==> src/rtl/alu_seq.sv <==
// alu_seq: registered, multi-cycle ALU with valid/ready handshakes on both sides.
// Single-cycle ops (add/sub/and/or/xor/slt) finish on the accept edge. mul and div
// are iterative and take WIDTH further cycles. Only one operation is in flight.
//
// Ports:
//   clk, rst     rising-edge clock, synchronous active-high reset
//   in_valid     operands/opcode valid      in_ready   block accepts an operation
//   a, b         WIDTH-bit operands         alu_control 3-bit opcode
//   out_valid    result/flags valid         out_ready  consumer accepts result
//   result       2*WIDTH registered result  alu_flags  registered {N,Z,C,V}
module alu_seq #(
  parameter int unsigned WIDTH = 4
) (
  input  logic                 clk,
  input  logic                 rst,
  input  logic                 in_valid,
  output logic                 in_ready,
  input  logic [WIDTH-1:0]     a,
  input  logic [WIDTH-1:0]     b,
  input  logic [2:0]           alu_control,
  output logic                 out_valid,
  input  logic                 out_ready,
  output logic [2*WIDTH-1:0]   result,
  output logic [3:0]           alu_flags
);

  localparam int unsigned CW = $clog2(WIDTH + 1);

  typedef enum logic [1:0] {IDLE, BUSY, DONE} state_t;

  state_t state, state_next;

  logic [WIDTH-1:0] op_a;     // multiplicand
  logic [WIDTH-1:0] op_b;     // divisor
  logic             op_div;   // 1: divide, 0: multiply
  logic [WIDTH-1:0] work_hi;  // mul: partial product high / div: partial remainder
  logic [WIDTH-1:0] work_lo;  // mul: multiplier bits    / div: dividend -> quotient
  logic [CW-1:0]    count;

  logic is_iter;
  assign is_iter = alu_control[2] & alu_control[1];

  // Single-cycle datapath works straight off the inputs; it is only used on the
  // accept edge, where the inputs are exactly what gets latched.
  logic [WIDTH:0]   add_ext, sub_ext;
  logic [WIDTH-1:0] sc_low;
  logic             sc_c, sc_v;
  logic [3:0]       sc_flags;

  always_comb begin
    add_ext = {1'b0, a} + {1'b0, b};
    sub_ext = {1'b0, a} - {1'b0, b};
    sc_low  = '0;
    sc_c    = 1'b0;
    sc_v    = 1'b0;
    case (alu_control)
      3'b000: begin
        sc_low = add_ext[WIDTH-1:0];
        sc_c   = add_ext[WIDTH];
        sc_v   = (a[WIDTH-1] == b[WIDTH-1]) && (sc_low[WIDTH-1] != a[WIDTH-1]);
      end
      3'b001: begin
        sc_low = sub_ext[WIDTH-1:0];
        sc_c   = ~sub_ext[WIDTH];
        sc_v   = (a[WIDTH-1] != b[WIDTH-1]) && (sc_low[WIDTH-1] != a[WIDTH-1]);
      end
      3'b010:  sc_low = a & b;
      3'b011:  sc_low = a | b;
      3'b100:  sc_low = a ^ b;
      3'b101:  sc_low = {{(WIDTH-1){1'b0}}, ($signed(a) < $signed(b))};
      default: sc_low = '0;
    endcase
    sc_flags = {sc_low[WIDTH-1], (sc_low == '0), sc_c, sc_v};
  end

  // One iteration step of shift-add multiply and restoring divide.
  logic [WIDTH:0]     mul_sum;
  logic [WIDTH-1:0]   mul_hi_n, mul_lo_n;
  logic [WIDTH:0]     div_shift;
  logic [WIDTH-1:0]   div_sub;
  logic               div_ok;
  logic [WIDTH-1:0]   div_hi_n, div_lo_n;
  logic [2*WIDTH-1:0] fin_result;
  logic [3:0]         fin_flags;

  always_comb begin
    mul_sum   = {1'b0, work_hi} + (work_lo[0] ? {1'b0, op_a} : '0);
    mul_hi_n  = mul_sum[WIDTH:1];
    mul_lo_n  = {mul_sum[0], work_lo[WIDTH-1:1]};

    // When the subtraction succeeds the true difference is below op_b, so the
    // low WIDTH bits of the wrapped subtraction are exact.
    div_shift = {work_hi, work_lo[WIDTH-1]};
    div_ok    = (div_shift >= {1'b0, op_b});
    div_sub   = div_shift[WIDTH-1:0] - op_b;
    div_hi_n  = div_ok ? div_sub : div_shift[WIDTH-1:0];
    div_lo_n  = {work_lo[WIDTH-2:0], div_ok};

    // Divide by zero falls out naturally: every step succeeds, quotient is all
    // ones and the remainder ends up equal to the dividend.
    if (op_div) begin
      fin_result = {div_hi_n, div_lo_n};
      fin_flags  = {1'b0, (div_lo_n == '0), 1'b0, (op_b == '0)};
    end else begin
      fin_result = {mul_hi_n, mul_lo_n};
      fin_flags  = {mul_hi_n[WIDTH-1], ({mul_hi_n, mul_lo_n} == '0),
                    (mul_hi_n != '0), (mul_hi_n != '0)};
    end
  end

  // State register
  always_ff @(posedge clk) begin
    if (rst) state <= IDLE;
    else     state <= state_next;
  end

  // Next state and handshake outputs
  always_comb begin
    state_next = state;
    in_ready   = 1'b0;
    out_valid  = 1'b0;
    case (state)
      IDLE: begin
        in_ready = 1'b1;
        if (in_valid) state_next = is_iter ? BUSY : DONE;
      end
      BUSY: begin
        if (count == CW'(1)) state_next = DONE;
      end
      DONE: begin
        out_valid = 1'b1;
        if (out_ready) state_next = IDLE;
      end
      default: state_next = IDLE;
    endcase
  end

  // Datapath and output registers
  always_ff @(posedge clk) begin
    if (rst) begin
      op_a      <= '0;
      op_b      <= '0;
      op_div    <= 1'b0;
      work_hi   <= '0;
      work_lo   <= '0;
      count     <= '0;
      result    <= '0;
      alu_flags <= '0;
    end else begin
      case (state)
        IDLE: begin
          if (in_valid) begin
            op_a    <= a;
            op_b    <= b;
            op_div  <= alu_control[0];
            work_hi <= '0;
            work_lo <= alu_control[0] ? a : b;
            if (is_iter) begin
              count <= CW'(WIDTH);
            end else begin
              result    <= {{WIDTH{1'b0}}, sc_low};
              alu_flags <= sc_flags;
            end
          end
        end
        BUSY: begin
          work_hi <= op_div ? div_hi_n : mul_hi_n;
          work_lo <= op_div ? div_lo_n : mul_lo_n;
          count   <= count - 1'b1;
          if (count == CW'(1)) begin
            result    <= fin_result;
            alu_flags <= fin_flags;
          end
        end
        default: ;
      endcase
    end
  end

endmodule
==> config.mk <==
export PLATFORM = sky130hd
export DESIGN_NAME = alu_seq
export DESIGN_NICKNAME = d
export VERILOG_FILES = /design/src/rtl/alu_seq.sv
export SDC_FILE = /design/constraint.sdc
export NUM_CORES = 1
export LEC_CHECK = 0
export ABC_CLOCK_PERIOD_IN_PS = 2680
export CAP_MARGIN = 10
export CORE_ASPECT_RATIO = 0.7
export CORE_MARGIN = 4
export CORE_UTILIZATION = 51
export CTS_CLUSTER_DIAMETER = 120
export DETAILED_ROUTE_END_ITERATION = 8
export PLACE_DENSITY = 0.88
export SLEW_MARGIN = 15
export SYNTH_ARGS = -nofsm -noshare
export SYNTH_HDL_FRONTEND = slang
export SYNTH_SLANG_ARGS = --single-unit
export TNS_END_PERCENT = 30
==> constraint.sdc <==
create_clock -name clk -period 2.68 [get_ports clk]
set_input_delay 0.804 -clock clk [delete_from_list [all_inputs] [get_ports clk]]
set_output_delay 0.804 -clock clk [all_outputs]
set_load 0.02 [all_outputs]
==> reports/qor.yml <==
placedCellCount: 448
detail-route-antenna-nets: 0
synth_fa_ha_area_share_pct: 14.02
drc: 0
ys_async_sr_fraction_pct: 0
synth_area_leaders: "dfxtp_1 (27%), ha_1 (11%), a21oi_1 (7.5%)"
synth.avg_cell_area_um2: 7.893
synth_top_cell_by_area: "dfxtp_1"
finalCritPeriodShare_pct: 98.49
final_core_util_pct: 70.67
overflow: 0
setup_tns_ns: 0
fmax_ghz: 0.3789
path_max_fanout: 3
worstPathRequired_ns: 2.86
dr.pass1.iters: 5
status: "complete, no violations"
rr_startpoint: "op_b[1]$_SDFFE_PP0P_"
cts_htree_levels: 2
finalPower_mw: 1.800
synth.distinct_cells: 63
gp_congestion: 0.9276
worstPathArrival_ns: 2.82
worstSkewPairLatency_ns: 0.29
path_class: "input pin to register"
dieArea_mm2: 0.006178
nets: 429
final_hold_viol_count: 0
relSlewSlack_pct: 54.83
final_layout_size_suffix_gt1_share_pct: 20.57
ir_worst_vdd_mv: 0.2825
setup_violations: 0
place_ws_ns: -0.6059
dp_hpwl_mm: 5.658
synth_edf_count: 0
numCtsBuffers: 5
multi_input_area_mm2: 0.001725
grt_use_total_pct: 24.91
yosys.area_share.xor_xnor_pct: 1.728
synth-simple-area-share_pct: 21.14
reg2reg_depth: 8
final_cells: 458
die_x_um: 92.25
yosys_warnings: 0
antenna_found_initial: 0
grt_use_met3_pct: 6.208
fin_ws_ns: 0.04055
yosys.area.top_type_share_pct: 26.86
post-route-cell-area_mm2: 0.003379
fillCellCount: 382
port_buffers: 28
worst_pin_slew_ns: 0.6766
synth_compound_area_share_pct: 26.32
drv_cap: 0
post-synth-top-count-cell: "a21oi_1"
grt_start_max_net_pins: 21
netlist_instances: 321
syn_area_mm2: 0.002534
cts_tree: "yes"
clock_path_buffers: 2
whs_ns: 0.4542
drtIter0Drc: 310
floorplan.initialDensity_pct: 52.98
diodes: 0
grt_pass1_vias: 2518
clk_pin_slew_ns: 0.07
area_growth_syn_to_layout_pct: 33.38
end_kind: "register"
finClkSkew_ns: 0.004393
synth-seq-cells: 34
ff_latch_area_um2: 680.7
start_kind: "input pin"
die_h_um: 66.97
num_rows: 21
maxSlewViolCount: 0
ios: 29
grt_pass1_wl_mm: 12.02
synth_top_family_by_area: "compound AO/OA/AOI/OAI gates"
p_leak_nw: 1.408
cts_root_buf: "clkbuf_8"
r2r_setup_slack_ns: 0.28
hp-class: "register to register"
top_usage_layer: "met2"
synth_common_cells: "a21oi_1 (38), nand2_1 (37), dfxtp_1 (34)"
core-area_mm2: 0.004782
wl_mm: 7.503
ys_seq_area_share_pct: 26.86
hold_end: "result[1]$_SDFFE_PP0P_"
wl_per_cell_um: 16.38
power_density_mw_per_mm2: 532.7
r2r_end: "result[0]$_SDFFE_PP0P_"
vias_per_cell: 5.834
min-delay-start: "result[1]$_SDFFE_PP0P_"
hold_depth: 2
synth_nets: 362
dpl_cell_area_mm2: 0.003183
grtUsageMet1_pct: 33.72
layout_min_cycle_time_ns: 2.639
ys.flop_type: "dfxtp_1"
cts-hold-fix-buffers: 0
vias: 2672
met2_usage_pct: 39.45
cts.sinks: 34
yosys-mux-area-fraction_pct: 2.617
-- cells by family (layout without fill, tap and decap cells) --
| kind of cell | count (synthesis) | count (layout) |
|---|---|---|
| compound gates | 97 | 97 |
| xor+xnor | 5 | 5 |
| fa+ha+maj | 26 | 26 |
| buf+inv | 45 | 113 |
| flops | 34 | 34 |
| mux | 6 | 6 |
| simple gates | 108 | 108 |
-- how the worst max path moves through the flow --
stage	startpoint	endpoint	depth (start not counted)
final	a[2]	result[3]$_SDFFE_PP0P_	8
after global routing	a[2]	result[0]$_SDFFE_PP0P_	10
after CTS	b[0]	alu_flags[2]$_SDFFE_PP0P_	9
after detailed placement	a[0]	alu_flags[2]$_SDFFE_PP0P_	11
after global placement	a[0]	alu_flags[2]$_SDFFE_PP0P_	9
after floorplan	a[0]	alu_flags[2]$_SDFFE_PP0P_	8
-- layer usage --
| metal | routed length (um) | part of all wire [%] |
|---|---|---|
| met3 | 768 | 10 |
| met5 | 0 | 0 |
| met2 | 3278 | 44 |
| met4 | 129 | 1.7 |
| met1 | 3325 | 44 |
-- what timing repair did --
item	in CTS	in global routing
gates resized for setup	10	13
pin swaps	8	10
endpoints found under the setup margin	8	4
buffers inserted	1	1
-- sequential cells by signal, summed over array words and instances, names as in the netlist --
name	count
result	8
op_div	1
op_b	4
work_hi	4
count	3
state	2
work_lo	4
alu_flags	4
op_a	4
-- report_power, final --
| group | internal [mW] | leakage, nW | total [mW] | switching [mW] |
|---|---|---|---|---|
| logic | 0.290 | 1.06 | 0.621 | 0.331 |
| clock network | 0.373 | 0.0683 | 0.580 | 0.207 |
| registers | 0.551 | 0.278 | 0.599 | 0.0479 |
| total | 1.21 | 1.41 | 1.80 | 0.586 |
-- critical path, cell delays in order --
cell	delay (ns)
clkdlybuf4s50_1	0.48
inv_1	0.10
ha_4	0.26
a21oi_2	0.18
mux2_2	0.35
a221o_1	0.36
o211ai_1	0.18
a21oi_1	0.09
-- cell type report --
type                    count  share of cell area (%)
multi-input cells         242                   51.06
inverters                  26                   2.888
well taps                  69                   2.555
repair buffers             79                   19.29
flip-flops and latches     34                   20.14
clock inverters             3                   2.036
clock buffers               5                   2.036
-- cells in the final DEF (no fill, tap or decap), drive strengths merged, types with 4 or more instances in the layout --
| cell type | netlist | routed |
|---|---|---|
| buf | 8 | 52 |
| a21oi | 39 | 39 |
| nand2 | 37 | 37 |
| dfxtp | 34 | 34 |
| inv | 26 | 26 |
| clkdlybuf4s50 | 0 | 24 |
| ha | 22 | 22 |
| nor2 | 20 | 20 |
| nor2b | 11 | 11 |
| o21ai | 11 | 11 |
| nor3 | 8 | 8 |
| a31oi | 7 | 7 |
| clkbuf | 11 | 7 |
| nand3 | 6 | 6 |
| a211oi | 6 | 6 |
| and2 | 6 | 6 |
| nand2b | 6 | 6 |
| o211ai | 5 | 5 |
| mux2i | 4 | 4 |
| fa | 4 | 4 |
Power figures use the tool's default switching activity.
